[src/rtl/conv_pkg.sv]
// conv_pkg: shared types and constants for the 5x5 convolution frame scheduler
package conv_pkg;
  localparam int K = 5;
  localparam int K_LB = K - 1;
  typedef logic signed [7:0] pixel_t;
  typedef logic signed [7:0] weight_t;
  typedef logic signed [31:0] acc_t;
  typedef pixel_t [K-1:0][K-1:0] window_t;
  typedef enum logic [1:0] {IDLE, LOAD_W, RUN, DRAIN} sched_state_t;
endpackage

[src/rtl/conv_result_fifo.sv]
// conv_result_fifo: sync FIFO (clk, rst_n, push/din, pop/dout, empty, count); dout reads 0 when empty
module conv_result_fifo #(
  parameter int DEPTH = 8,
  parameter int WIDTH = 32
) (
  input  logic                     clk,
  input  logic                     rst_n,
  input  logic                     push,
  input  logic [WIDTH-1:0]         din,
  input  logic                     pop,
  output logic [WIDTH-1:0]         dout,
  output logic                     empty,
  output logic [$clog2(DEPTH):0]   count
);
  localparam int AW = $clog2(DEPTH);
  logic [WIDTH-1:0] mem [DEPTH];
  logic [AW-1:0] wp, rp;
  assign empty = count == '0;
  assign dout = empty ? '0 : mem[rp];
  always_ff @(posedge clk) begin
    if (!rst_n) begin
      wp <= '0;
      rp <= '0;
      count <= '0;
    end else begin
      if (push) wp <= wp + 1'b1;
      if (pop) rp <= rp + 1'b1;
      count <= count + (AW+1)'(push) - (AW+1)'(pop);
    end
  end
  always_ff @(posedge clk)
    if (push) mem[wp] <= din;
endmodule

[src/rtl/conv_frame_scheduler.sv]
// conv_frame_scheduler: loads 25 weights, windows a raster pixel stream, returns datapath results via credited FIFO
module conv_frame_scheduler
  import conv_pkg::*;
#(
  parameter int IMG_W = 32,
  parameter int IMG_H = 32,
  parameter int CONV_LAT = 3,
  parameter int FIFO_DEPTH = 8
) (
  input  logic    clk,
  input  logic    rst_n,
  input  logic    start,
  output logic    busy,
  output logic    done,
  input  logic    w_valid,
  output logic    w_ready,
  input  weight_t w_data,
  input  logic    px_valid,
  output logic    px_ready,
  input  pixel_t  px_data,
  output window_t conv_window,
  output window_t conv_weights,
  input  acc_t    conv_result,
  output logic    res_valid,
  input  logic    res_ready,
  output acc_t    res_data,
  output logic    res_last
);
  localparam int CW = $clog2(IMG_W);
  localparam int RW = $clog2(IMG_H);
  localparam int TOTAL = (IMG_H - 4) * (IMG_W - 4);
  localparam int OW = $clog2(TOTAL + 1);
  localparam int FW = $clog2(FIFO_DEPTH) + 1;
  localparam logic [CW-1:0] C_LAST = CW'(IMG_W - 1);
  localparam logic [RW-1:0] R_LAST = RW'(IMG_H - 1);
  sched_state_t state;
  logic [CW-1:0] c;
  logic [RW-1:0] r;
  logic [2:0] wi, wj;
  logic [OW-1:0] out_cnt;
  logic issue_q;
  logic [CONV_LAT-1:0] pipe;
  pixel_t lb [K_LB][IMG_W];
  pixel_t col [K];
  logic [FW-1:0] fifo_count;
  logic fifo_empty, credit_ok, w_acc, px_acc, pop;
  int inflight;
  always_comb begin
    inflight = int'(issue_q);
    for (int i = 0; i < CONV_LAT; i++) inflight = inflight + int'(pipe[i]);
    credit_ok = int'(fifo_count) + inflight < FIFO_DEPTH;
    for (int i = 0; i < K_LB; i++) col[i] = lb[i][c];
    col[K_LB] = px_data;
  end
  assign busy = state != IDLE;
  assign w_ready = state == LOAD_W;
  assign px_ready = state == RUN && credit_ok;
  assign w_acc = w_valid && w_ready;
  assign px_acc = px_valid && px_ready;
  assign res_valid = !fifo_empty;
  assign pop = res_valid && res_ready;
  assign res_last = res_valid && out_cnt == OW'(TOTAL - 1);
  // Line buffer column c is a 4-deep vertical shift: index 0 holds row r-4, index 3 row r-1.
  always_ff @(posedge clk)
    if (px_acc) begin
      for (int i = 0; i < K_LB - 1; i++) lb[i][c] <= lb[i+1][c];
      lb[K_LB-1][c] <= px_data;
    end
  always_ff @(posedge clk) begin
    if (!rst_n) begin
      state <= IDLE;
      done <= 1'b0;
      c <= '0;
      r <= '0;
      wi <= '0;
      wj <= '0;
      out_cnt <= '0;
      issue_q <= 1'b0;
      pipe <= '0;
      conv_window <= '0;
      conv_weights <= '0;
    end else begin
      done <= 1'b0;
      // Rows 0..3 never issue, so stale line-buffer rows from an earlier frame are never seen.
      issue_q <= px_acc && r >= RW'(K_LB) && c >= CW'(K_LB);
      pipe <= {pipe[CONV_LAT-2:0], issue_q};
      if (pop) out_cnt <= out_cnt + 1'b1;
      case (state)
        IDLE: if (start) begin
          state <= LOAD_W;
          c <= '0;
          r <= '0;
          wi <= '0;
          wj <= '0;
          out_cnt <= '0;
        end
        LOAD_W: if (w_acc) begin
          conv_weights[wi][wj] <= w_data;
          wj <= wj == 3'(K - 1) ? '0 : wj + 1'b1;
          wi <= wj == 3'(K - 1) ? wi + 1'b1 : wi;
          if (wi == 3'(K - 1) && wj == 3'(K - 1)) state <= RUN;
        end
        RUN: if (px_acc) begin
          // Newest column enters at index K-1; older columns move toward index 0.
          for (int i = 0; i < K; i++) conv_window[i] <= {col[i], conv_window[i][K-1:1]};
          c <= c == C_LAST ? '0 : c + 1'b1;
          r <= c == C_LAST ? r + 1'b1 : r;
          if (r == R_LAST && c == C_LAST) state <= DRAIN;
        end
        DRAIN: if (pop && res_last) begin
          done <= 1'b1;
          state <= IDLE;
        end
        default: state <= IDLE;
      endcase
    end
  end
  conv_result_fifo #(.DEPTH(FIFO_DEPTH), .WIDTH(32)) u_fifo (
    .clk   (clk),
    .rst_n (rst_n),
    .push  (pipe[CONV_LAT-1]),
    .din   (conv_result),
    .pop   (pop),
    .dout  (res_data),
    .empty (fifo_empty),
    .count (fifo_count)
  );
endmodule

[config.mk]
export PLATFORM = sky130hd
export DESIGN_NAME = conv_frame_scheduler
export DESIGN_NICKNAME = d
export VERILOG_FILES = /design/src/rtl/conv_pkg.sv /design/src/rtl/conv_result_fifo.sv /design/src/rtl/conv_frame_scheduler.sv
export SDC_FILE = /design/constraint.sdc
export NUM_CORES = 2
export LEC_CHECK = 0
export ABC_AREA = 1
export BUFFER_PORTS_ARGS = -buffer_cell sky130_fd_sc_hd__buf_2
export CAP_MARGIN = 10
export CORE_AREA = 5 5 478 386
export CTS_CLUSTER_DIAMETER = 100
export DETAILED_ROUTE_END_ITERATION = 8
export DIE_AREA = 0 0 483 391
export GPL_TIMING_DRIVEN = 0
export SYNTH_ARGS = -nofsm -noshare
export SYNTH_HDL_FRONTEND = slang
export SYNTH_HIERARCHICAL = 1
export SYNTH_SLANG_ARGS = --single-unit
export TNS_END_PERCENT = 30
[constraint.sdc]
create_clock -name clk -period 5.1 [get_ports clk]
set_input_delay 0.51 -clock clk [delete_from_list [all_inputs] [get_ports clk]]
set_output_delay 0.51 -clock clk [all_outputs]
set_load 0.01 [all_outputs]
==> impl_metrics.ini <==
[outcome]
run_status = complete, no violations

[timing]
finalCriticalPeriod_ns = 4.47
max_slew_margin_pct = 9.99
finalHoldViolations = 0
finalHoldWorstSlack_ns = 0.0911
tightest_slew_ns = 1.35
fin_crit_sh_pct = 87.6
slew_viol_final = 0
setup_viol = 0
rsz0062_at_grt = no
max_freq_mhz = 224
clock_skew_ns = 0.0359

[detailed_routing]
dr.pass1.iters = 7
via_per_inst = 5.16
dr.first_iter.drc_count = 6892
drc_errors = 0
totalWireLength_mm = 247
vias = 55100
drtAntennaViolNets = 0
routedWlPerCell_um = 23.2

[synthesis]
yosys_warnings = 6
yosysSeqAreaShare_pct = 66.5
syn-instance-count = 7390
synth_cell_type_count = 35
synth_fp_nets = 7472
syn_avg_cell_area_sq_um = 9.63
syn-cell-area_sq_mm = 0.0712
ys_ff_latch = 1726

[critical_path]
endpoint_kind = flip-flop
required_ns = 5.34
crit_slowest_cell = nand2_1
path_class = reg2reg
crit_start = c[0]$_SDFFE_PN0P_
worstSetupStartpointType = flip-flop
crit_path_end = lb[2][121]$_DFFE_PP_
crit_chain = inv_2 > buf_2 > clkbuf_1 > nand2_1 > nand3_1 > nand2_1 > nand2_1 > nand2_1 > nor2_1 > nand2_1
cp_common_cell = nand2_1
worst_r2r_endpoint = lb[2][121]$_DFFE_PP_
arrival_ns = 4.71
regToRegSetupSlack_ns = 0.63
r2r_cells = 10
max_stage_delay_ns = 1.01
critPathMaxFanout = 32
rr_startpoint = c[0]$_SDFFE_PN0P_

[clocking]
cts_num_sinks = 1726
cts_buffer_depth = 3
cts_inserted_buffers = 162
cts_tree = yes
root_buffer = clkbuf_16
clock_latency_ns = 0.84
post_cts_resized = 0
h-tree-depth = 4
clk_transition_reported_paths_ns = 0.07

[floorplanning]
core_area_sq_mm = 0.179
die_height_um = 391
dieArea_sq_mm = 0.189
initial_core_util_pct = 39.8
rows = 139
die_w_um = 483
pin_count = 492

[finish]
multi_input_area_sq_mm = 0.0182
nets = 8217
seq_area_sq_mm = 0.0474
drive_above_1_share_pct = 13.1
syn2layout_area_growth_pct = 18.0
post-route-util_pct = 47.0
fillers = 16700

[power]
power_mw = 43.1
irDropWorstVdd_v = 0.000417
p_per_area_mw_per_mm2 = 513
p_leak_nw = 36.7

[placed_design]
port_buffers = 491
place_congestion = 0.922
hpwlAfterDp_mm = 174

[global_routing]
grtUsageTotal_pct = 25.1
grt_overflow = 0
grt_max_degree = 34
grt_pass1_wl_mm = 350
antenna_found_initial = 11
grt_pass1_vias = 50200

[job]
maxCapViolCount = 0

[min_path]
hold_class = in2reg
[registers in the layout, indices dropped and copies added, names as in the netlist, named ones only]
| signal | count |
|---|---|
| pipe | 3 |
| out_cnt | 10 |
| wi | 3 |
| r | 5 |
| conv_weights | 200 |
| c | 5 |
| issue_q | 1 |
| conv_window | 200 |
| done | 1 |
| u_fifo/wp | 3 |
| u_fifo/count | 4 |
| wj | 3 |
| lb | 1024 |
| u_fifo/rp | 3 |
| u_fifo/mem | 256 |
| state | 2 |
[per-stage QoR]
stage                     instances  TNS [ns]  worst slack [ns]  area, sq um
after floorplan                7390         0              1.47        71200
after global placement        10300  -1172.06             -1.44        76700
after detailed placement      10300         0             0.841        78100
after CTS                     10700         0             0.834        83800
after global routing          10700         0             0.597        84000
final                         10700         0             0.631        84000
[kinds of logic (layout without fill, tap and decap cells)]
kind of cell	after synthesis	count (layout)	synth area share [%]
AOI/OAI and AO/OA	735	735	5.31
xor gates and xnor gates	4	4	0.0492
adders and majority gates	28	28	0.513
buffers and inverters	1470	2351	8.30
DFF	1726	1726	66.5
other	0	5	0
and+or+nand+nor	3427	3427	19.3
[cell usage in the layout, fill, tap and decap left out, types with 22 or more instances in the layout]
cell type	n
nand2_1	2506
edfxtp_1	1280
inv_1	1074
buf_2	656
nand3_1	572
dfxtp_1	446
a21oi_1	395
o21ai_0	286
nor2_1	269
clkbuf_1	179
clkbuf_16	163
buf_4	48
nor2_4	42
buf_12	33
o21a_1	32
dlygate4sd3_1	32
clkinv_1	31
clkinv_2	31
ha_1	26
buf_16	22
[layer usage]
metal  global-route usage (%)  vias up  wire length [um]
li1                         -    25200                 -
met1                     35.7    26600            104000
met2                     37.5     2892            107000
met3                     5.98      453             27100
met4                     9.32        6             10000
met5                        0        -                46
[synthesized netlist by cell type, drive strengths merged]
cell type | count | area share, %
nand2 | 2510 | 13
edfxtp | 1280 | 54
inv | 1085 | 5.7
nand3 | 572 | 4.0
dfxtp | 446 | 13
a21oi | 395 | 2.8
nor2 | 315 | 1.7
o21ai | 298 | 2.1
buf | 231 | 1.8
clkbuf | 148 | 0.78
o21a | 32 | 0.34
ha | 26 | 0.46
nor3 | 14 | 0.16
nand4 | 9 | 0.12
a211oi | 8 | 0.084
clkinv | 6 | 0.032
or2 | 4 | 0.035
fa | 2 | 0.056
xnor2 | 2 | 0.025
xor2 | 2 | 0.025
and2 | 1 | 0.0088
nor3b | 1 | 0.011
nor4 | 1 | 0.0088
o21bai | 1 | 0.011
o22ai | 1 | 0.0088
[worst max-delay path, delay by kind of cell (launching register included)]
family	cells	cell delay, ns
simple gates	7	1.99
buf+inv	3	1.46
flops	1	0.39
[worst min path at each step]
stage,start,endpoint,cells past startpoint
floorplan,pipe[1]$_SDFF_PN0_,pipe[2]$_SDFF_PN0_,2
global placement,pipe[1]$_SDFF_PN0_,pipe[2]$_SDFF_PN0_,2
detailed placement,pipe[1]$_SDFF_PN0_,pipe[2]$_SDFF_PN0_,2
CTS,w_data[3],conv_weights[179]$_SDFFE_PN0P_,3
global route,w_data[3],conv_weights[187]$_SDFFE_PN0P_,3
finish,w_data[3],conv_weights[179]$_SDFFE_PN0P_,3
[what timing repair did]
action,4_1_cts,5_1_grt
endpoints found under the setup margin,0,0
hold buffers,32,0
buffers inserted,0,0
hold endpoints to repair,256,0
[final cells by class]
type / instances / share of cell area (%)
plain buffers: 379 / 2.16
inverters: 1091 / 4.87
repair buffers: 581 / 4.86
multi-input cells: 4194 / 21.7
flip-flops and latches: 1726 / 56.4
clock buffers: 210 / 5.24
well taps: 2397 / 3.57
clock inverters: 90 / 1.20
diodes: 5 / 0.0149
[where the power goes]
group | internal, mW | switching, mW | leakage [nW] | total (mW)
clock | 6.86 | 5.67 | 2.65 | 12.5
combinational | 3.20 | 10.0 | 19.0 | 13.2
sequential | 17.2 | 0.150 | 15.1 | 17.4
(Power assumes the default switching activity.)
